### config.mk
export PLATFORM = sky130hd
export DESIGN_NAME = mips_mc_control
export DESIGN_NICKNAME = d
export VERILOG_FILES = /design/src/rtl/mips_mc_control.sv
export SDC_FILE = /design/constraint.sdc
export NUM_CORES = 1
export LEC_CHECK = 0
export BUFFER_PORTS_ARGS = -buffer_cell sky130_fd_sc_hd__buf_2
export CORE_UTILIZATION = 45
export CTS_BUF_LIST = sky130_fd_sc_hd__clkbuf_8 sky130_fd_sc_hd__clkbuf_16
export CTS_CLUSTER_SIZE = 40
export DETAILED_ROUTE_END_ITERATION = 10
export PLACE_DENSITY = 0.73
export SLEW_MARGIN = 30
export SYNTH_ARGS = -nofsm -noshare
export SYNTH_HDL_FRONTEND = slang
export SYNTH_SLANG_ARGS = --single-unit
### constraint.sdc
create_clock -name i_clk -period 2.3 [get_ports i_clk]
set_input_delay 0.69 -clock i_clk [delete_from_list [all_inputs] [get_ports i_clk]]
set_output_delay 0.69 -clock i_clk [all_outputs]
set_load 0.05 [all_outputs]
### src/rtl/mips_mc_control.sv
// Multicycle MIPS main control sequencer.
// Sequences fetch/decode/execute/memory/writeback. It drives the ALU control and
// operand-select lines and resolves beq from the ALU zero flag. Memory accesses
// wait on i_mem_ready, with an optional timeout into a sticky HALT state.
// Optional feature macro: ILLEGAL_TRAP_EN. When it is defined, an illegal opcode
// or funct traps and raises o_illegal. When it is undefined, an illegal opcode
// or funct behaves as a NOP.
module mips_mc_control #(
    parameter int MEM_TIMEOUT = 16,
    parameter int CNT_W       = 8
) (
    input  logic       i_clk,
    input  logic       i_rst_n,
    input  logic [5:0] i_opcode,
    input  logic [5:0] i_funct,
    input  logic       i_zf,
    input  logic       i_mem_ready,
    output logic [3:0] o_alu_control,
    output logic       o_alu_src_a,
    output logic [1:0] o_alu_src_b,
    output logic [1:0] o_pc_source,
    output logic       o_pc_en,
    output logic       o_ir_write,
    output logic       o_iord,
    output logic       o_mem_read,
    output logic       o_mem_write,
    output logic       o_reg_write,
    output logic       o_reg_dst,
    output logic       o_mem_to_reg,
    output logic [3:0] o_state,
`ifdef ILLEGAL_TRAP_EN
    output logic       o_illegal,
`endif
    output logic       o_bus_err
);

    typedef enum logic [3:0] {
        S_IDLE   = 4'd0,  S_FETCH  = 4'd1,  S_DECODE = 4'd2,  S_MEMADR = 4'd3,
        S_MEMRD  = 4'd4,  S_MEMWB  = 4'd5,  S_MEMWR  = 4'd6,  S_EXEC   = 4'd7,
        S_RWB    = 4'd8,  S_ADDIEX = 4'd9,  S_ADDIWB = 4'd10, S_BEQ    = 4'd11,
        S_JUMP   = 4'd12, S_HALT   = 4'd13, S_TRAP   = 4'd14
    } state_t;

    localparam logic [3:0] ALU_AND = 4'b0000, ALU_OR  = 4'b0001, ALU_ADD = 4'b0010,
                           ALU_SUB = 4'b0110, ALU_SLT = 4'b0111, ALU_NOR = 4'b1100;
    localparam logic [CNT_W-1:0] TIMEOUT_CNT = CNT_W'(MEM_TIMEOUT);
    localparam bit TIMEOUT_ON = (MEM_TIMEOUT != 0);

    state_t           state_q, state_d;
    logic [CNT_W-1:0] cnt_q, cnt_d;
    logic             bus_err_q, bus_err_d;
`ifdef ILLEGAL_TRAP_EN
    logic             illegal_q, illegal_d;
`endif
    logic             funct_ok;
    logic [3:0]       funct_alu;
    logic             mem_wait;
    logic             mem_timeout;

    // Map an R-type funct field to its ALU code; bit 4 flags a legal funct.
    function automatic logic [4:0] decode_funct(input logic [5:0] funct);
        case (funct)
            6'b100000: decode_funct = {1'b1, ALU_ADD};
            6'b100010: decode_funct = {1'b1, ALU_SUB};
            6'b100100: decode_funct = {1'b1, ALU_AND};
            6'b100101: decode_funct = {1'b1, ALU_OR};
            6'b101010: decode_funct = {1'b1, ALU_SLT};
            6'b100111: decode_funct = {1'b1, ALU_NOR};
            default:   decode_funct = {1'b0, ALU_AND};
        endcase
    endfunction

    // Wait-state bookkeeping shared by FETCH, MEMRD and MEMWR.
    always_comb begin
        {funct_ok, funct_alu} = decode_funct(i_funct);
        mem_wait    = (state_q == S_FETCH) || (state_q == S_MEMRD) || (state_q == S_MEMWR);
        cnt_d       = '0;
        mem_timeout = 1'b0;
        if (mem_wait && !i_mem_ready) begin
            cnt_d       = cnt_q + CNT_W'(1);
            mem_timeout = TIMEOUT_ON && (cnt_d == TIMEOUT_CNT);
        end
    end

    // Next-state selection and sticky error flags.
    always_comb begin
        state_d   = state_q;
        bus_err_d = bus_err_q;
`ifdef ILLEGAL_TRAP_EN
        illegal_d = illegal_q;
`endif
        case (state_q)
            S_IDLE:   state_d = S_FETCH;
            S_FETCH:  if (i_mem_ready) state_d = S_DECODE;
            S_DECODE: begin
                case (i_opcode)
                    6'b000000:            state_d = S_EXEC;
                    6'b100011, 6'b101011: state_d = S_MEMADR;
                    6'b000100:            state_d = S_BEQ;
                    6'b001000:            state_d = S_ADDIEX;
                    6'b000010:            state_d = S_JUMP;
                    default: begin
`ifdef ILLEGAL_TRAP_EN
                        state_d   = S_TRAP;
                        illegal_d = 1'b1;
`else
                        state_d   = S_FETCH;
`endif
                    end
                endcase
            end
            S_MEMADR: state_d = (i_opcode == 6'b101011) ? S_MEMWR : S_MEMRD;
            S_MEMRD:  if (i_mem_ready) state_d = S_MEMWB;
            S_MEMWR:  if (i_mem_ready) state_d = S_FETCH;
            S_EXEC: begin
                if (funct_ok) begin
                    state_d = S_RWB;
                end else begin
`ifdef ILLEGAL_TRAP_EN
                    state_d   = S_TRAP;
                    illegal_d = 1'b1;
`else
                    state_d   = S_FETCH;
`endif
                end
            end
            S_ADDIEX: state_d = S_ADDIWB;
            S_MEMWB, S_RWB, S_ADDIWB, S_BEQ, S_JUMP: state_d = S_FETCH;
            S_HALT, S_TRAP: state_d = state_q;
            default:  state_d = S_IDLE;
        endcase
        if (mem_timeout) begin
            state_d   = S_HALT;
            bus_err_d = 1'b1;
        end
    end

    // State, wait counter and sticky flags; reset drops everything at once.
    always_ff @(posedge i_clk or negedge i_rst_n) begin
        if (!i_rst_n) begin
            state_q   <= S_IDLE;
            cnt_q     <= '0;
            bus_err_q <= 1'b0;
`ifdef ILLEGAL_TRAP_EN
            illegal_q <= 1'b0;
`endif
        end else begin
            state_q   <= state_d;
            cnt_q     <= cnt_d;
            bus_err_q <= bus_err_d;
`ifdef ILLEGAL_TRAP_EN
            illegal_q <= illegal_d;
`endif
        end
    end

    // Control outputs decoded from the current state. The handshake and zero flag
    // terms stay combinational so that PC/IR updates land in the completing cycle.
    always_comb begin
        o_alu_control = ALU_AND;
        o_alu_src_a   = 1'b0;
        o_alu_src_b   = 2'b00;
        o_pc_source   = 2'b00;
        o_pc_en       = 1'b0;
        o_ir_write    = 1'b0;
        o_iord        = 1'b0;
        o_mem_read    = 1'b0;
        o_mem_write   = 1'b0;
        o_reg_write   = 1'b0;
        o_reg_dst     = 1'b0;
        o_mem_to_reg  = 1'b0;
        case (state_q)
            S_FETCH: begin
                o_mem_read    = 1'b1;
                o_alu_src_b   = 2'b01;
                o_alu_control = ALU_ADD;
                o_ir_write    = i_mem_ready;
                o_pc_en       = i_mem_ready;
            end
            S_DECODE: begin
                o_alu_src_b   = 2'b11;
                o_alu_control = ALU_ADD;
            end
            S_MEMADR, S_ADDIEX: begin
                o_alu_src_a   = 1'b1;
                o_alu_src_b   = 2'b10;
                o_alu_control = ALU_ADD;
            end
            S_MEMRD: begin
                o_mem_read = 1'b1;
                o_iord     = 1'b1;
            end
            S_MEMWB: begin
                o_reg_write  = 1'b1;
                o_mem_to_reg = 1'b1;
            end
            S_MEMWR: begin
                o_mem_write = 1'b1;
                o_iord      = 1'b1;
            end
            S_EXEC: begin
                o_alu_src_a   = 1'b1;
                o_alu_control = funct_alu;
            end
            S_RWB: begin
                o_reg_write = 1'b1;
                o_reg_dst   = 1'b1;
            end
            S_ADDIWB: o_reg_write = 1'b1;
            S_BEQ: begin
                o_alu_src_a   = 1'b1;
                o_alu_control = ALU_SUB;
                o_pc_source   = 2'b01;
                o_pc_en       = i_zf;
            end
            S_JUMP: begin
                o_pc_source = 2'b10;
                o_pc_en     = 1'b1;
            end
            default: ;
        endcase
    end

    assign o_state   = state_q;
    assign o_bus_err = bus_err_q;
`ifdef ILLEGAL_TRAP_EN
    assign o_illegal = illegal_q;
`endif

endmodule
==> insert_results.sql <==
INSERT INTO impl_metrics (metric_group, metric, value, unit) VALUES
('clock_tree', 'cts-htree-levels', '1', ''),
('critical_path', 'endpoint_kind', 'output port', ''),
('final_layout', 'drive_above_1_share', '0.484', ''),
('detailed_routing', 'route.detailed.wl_per_inst', '13.5', 'um'),
('detailed_routing', 'drt_pass1_iterations', '4', ''),
('critical_path', 'start_kind', 'flop', ''),
('sta', 'final.period_utilization', '0.974', ''),
('critical_path', 'cp_cell_sequence', 'nand2b_2 > nor4b_4 > buf_2', ''),
('yosys', 'syn_nets', '155', ''),
('detailed_routing', 'vias_per_cell', '5.64', ''),
('grt', 'grt_pass1_vias', '1007', ''),
('yosys', 'parity_gate_share_of_the_synthesized_area_counting_xor_and_xnor_cells', '0.0717', ''),
('sta', 'minimum_hold_slack', '325', 'ps'),
('clock_tree', 'cts_num_sinks', '13', ''),
('placement', 'port_buffers', '37', ''),
('detailed_routing', 'drt-total-wl', '2890', 'um'),
('critical_path', 'worstPathRequired', '1610', 'ps'),
('pwr', 'power.sequential.fraction', '0.195', ''),
('floorplan', 'die_y', '51.4', 'um'),
('pwr', 'power_per_cell_area', '1070', 'nW/um2'),
('grt', 'grt_pass1_wl', '4570', 'um'),
('yosys', 'synth_top_family_by_area', 'simple AND/OR/NAND/NOR gates', ''),
('grt', 'grt_max_degree', '16', ''),
('final_layout', 'num-nets-final', '205', ''),
('placement', 'final_weighted_congestion_in_routability_driven_placement', '0.906', ''),
('yosys', 'syn_area', '1100', 'um2'),
('floorplan', 'pin_count', '38', ''),
('pwr', 'ir_drop_worst_case_vdd', '0.828', 'mV'),
('yosys', 'post_synth_num_cell_types', '44', ''),
('status', 'outcome', 'finished, final reports clean', ''),
('sta', 'setup-tns-final', '0', 'ps'),
('critical_path', 'worstPathMaxFanout', '6', ''),
('final_layout', 'layout.area.seq', '330', 'um2'),
('yosys', 'asyncSetResetFlopFracSynth', '1.00', ''),
('placement', 'post_dp_cell_area', '1470', 'um2'),
('sta', 'max_slew_margin', '0.666', ''),
('yosys', 'yosysTopAreaCellShare', '0.296', ''),
('clock_tree', 'cts_inserted_buffers', '3', ''),
('sta', 'finClkSkew', '0.443', 'ps'),
('floorplan', 'die-area', '2650', 'um2'),
('yosys', 'synth-edff-count', '0', ''),
('clock_tree', 'cts.hold.buffers_added', '0', ''),
('final_layout', 'finalCoreUtilization', '0.710', ''),
('yosys', 'most_frequently_used_flop_master_after_synthesis', 'dfrtp_1', ''),
('sta', 'report.final.hold_viol_count', '0', ''),
('yosys', 'yosys.area_share.adder', '0.0228', ''),
('flow_run', 'drv.max_cap_violation_count', '0', ''),
('critical_path', 'critical_path.slowest_cell', 'dfrtp_2', ''),
('sta', 'final_period_minus_worst_setup_slack', '2240', 'ps'),
('final_layout', 'n_fill_cell', '192', ''),
('grt', 'global_route.overflow_total', '0', ''),
('sta', 'final_max_slew_viol_count', '0', ''),
('pwr', 'switching_share', '0.552', ''),
('critical_path', 'worst_path_dominant_cell_family', 'simple AND/OR/NAND/NOR gates', ''),
('worst_hold_path', 'hold_path.class', 'primary input to asynchronous set/reset pin', ''),
('yosys', 'syn_area_per_cell', '8.03', 'um2'),
('yosys', 'netlist_instances', '137', ''),
('yosys', 'yosys-top-cells-area', 'dfrtp_1, nor2_1, xor2_1', ''),
('pwr', 'power.combinational.fraction', '0.692', ''),
('clock_tree', 'cts.root.buffer_cell', 'clkbuf_8', ''),
('sta', 'setup-violations-final', '0', ''),
('critical_path', 'timing.setup.critical_path_class', 'flop to output port', ''),
('placement', 'detailedPlacementHpwl', '2210', 'um'),
('pwr', 'power_dissipated_by_switching_net_loads', '942', 'uW'),
('yosys', 'synth_area_in_compound_gates', '0.204', ''),
('yosys', 'synth_warnings', '0', ''),
('pwr', 'lkg_pwr', '0.000712', 'uW'),
('clock_tree', 'tritoncts', 'yes', ''),
('clock_tree', 'path_clk_slew', '50', 'ps'),
('yosys', 'post_synth_and_or_nand_nor_area_fraction', '0.347', ''),
('critical_path', 'crit_buf_inv', '1', '');
[through the flow]
stage | power, uW | setup WS (ps)
floorplan | 1210 | -177
global placement | 1410 | -69.6
detailed placement | 1420 | -95.2
CTS | 1640 | 8.67
global route | 1800 | -4.28
finish | 1710 | 60.9
[layout make-up]
class / count / share of cell area
clock buffers: 3 / 0.0258
clock inverters: 1 / 0.00235
inverters: 4 / 0.00938
multi-input cells: 113 / 0.533
flip-flops and latches: 13 / 0.206
well taps: 28 / 0.0219
repair buffers: 52 / 0.201
[repair_timing]
item | CTS | global route
pin swaps | 0 | 2
gates resized for setup | 6 | 12
buffers inserted | 0 | 5
setup endpoints to repair | 6 | 8
[layout by cell type, fill, tap and decap left out, types with 2 or more instances in the layout]
master and instances:
buf_2 31, buf_4 18, nor2_1 16, dfrtp_1 9, nand2_1 8, nand3_1 8, xor2_1 6, nand2b_1 4
inv_1 4, nor2b_1 4, nor3_4 4, o21ai_0 4, a21oi_1 4, dfrtp_2 4, xnor2_1 3, nand2_2 3
nor3_1 3, clkbuf_8 3, nor2_2 2, nor2_4 2, nand4b_1 2, a31oi_1 2, a21oi_2 2, o32ai_1 2
o21ai_1 2, a21boi_0 2, ha_1 2
[state kept, by name (all words and copies together) (netlist names)]
register,count
cnt_q,8
o_bus_err,1
o_state,4
[synthesized netlist by cell type, types with 3 or more instances]
library cell  number
xor2_1             6
nor2_1            19
buf_2              4
dfrtp_1           13
nand3_1            8
xnor2_1            3
inv_1              3
nor2b_1            5
o21ai_0            4
nand2_1           11
nor3_1             7
nand2b_1           6
a21oi_1            6
[layer usage]
layer  GRT usage  up-vias  routed length, um  share of wire
met2       0.370       43               1410           0.49
met5           0        -                  0              0
met1       0.317      571               1300           0.45
li1            -      590                  -              -
met3      0.0476        4                142          0.049
met4      0.0676        0                 36          0.012
[power by group through the flow]
stage / Combinational, uW / Clock [uW] / Sequential (uW)
2_1_floorplan: 813 / 0 / 394
3_3_place_gp: 1060 / 0 / 346
3_5_place_dp: 1070 / 0 / 345
4_1_cts: 1100 / 198 / 342
5_1_grt: 1260 / 207 / 340
6_report: 1180 / 192 / 333
[path summary, 6_finish.rpt]
kind / startpoint / to / slack [ps] / cells after the start
max: o_state[1] / o_ir_write / 60 / 3
min: i_rst_n / cnt_q[4] / 320 / 1
max reg2reg: cnt_q[0] / o_state[1] / 590 / 6
min reg2reg: o_bus_err / o_bus_err / 460 / 1
max in group asynchronous: i_rst_n / o_state[2] / 1740 / 1
min in group i_clk: o_bus_err / o_bus_err / 460 / 1
[logic make-up (layout without fill, tap and decap cells)]
kind of cell | count (synthesis) | after routing
AND/OR/NAND/NOR | 70 | 70
flip-flops | 13 | 13
XOR/XNOR | 9 | 9
buffers and inverters | 11 | 60
AO/OA/AOI/OAI | 32 | 32
adder cells (fa/ha/maj) | 2 | 2
(Power assumes the default switching activity.)
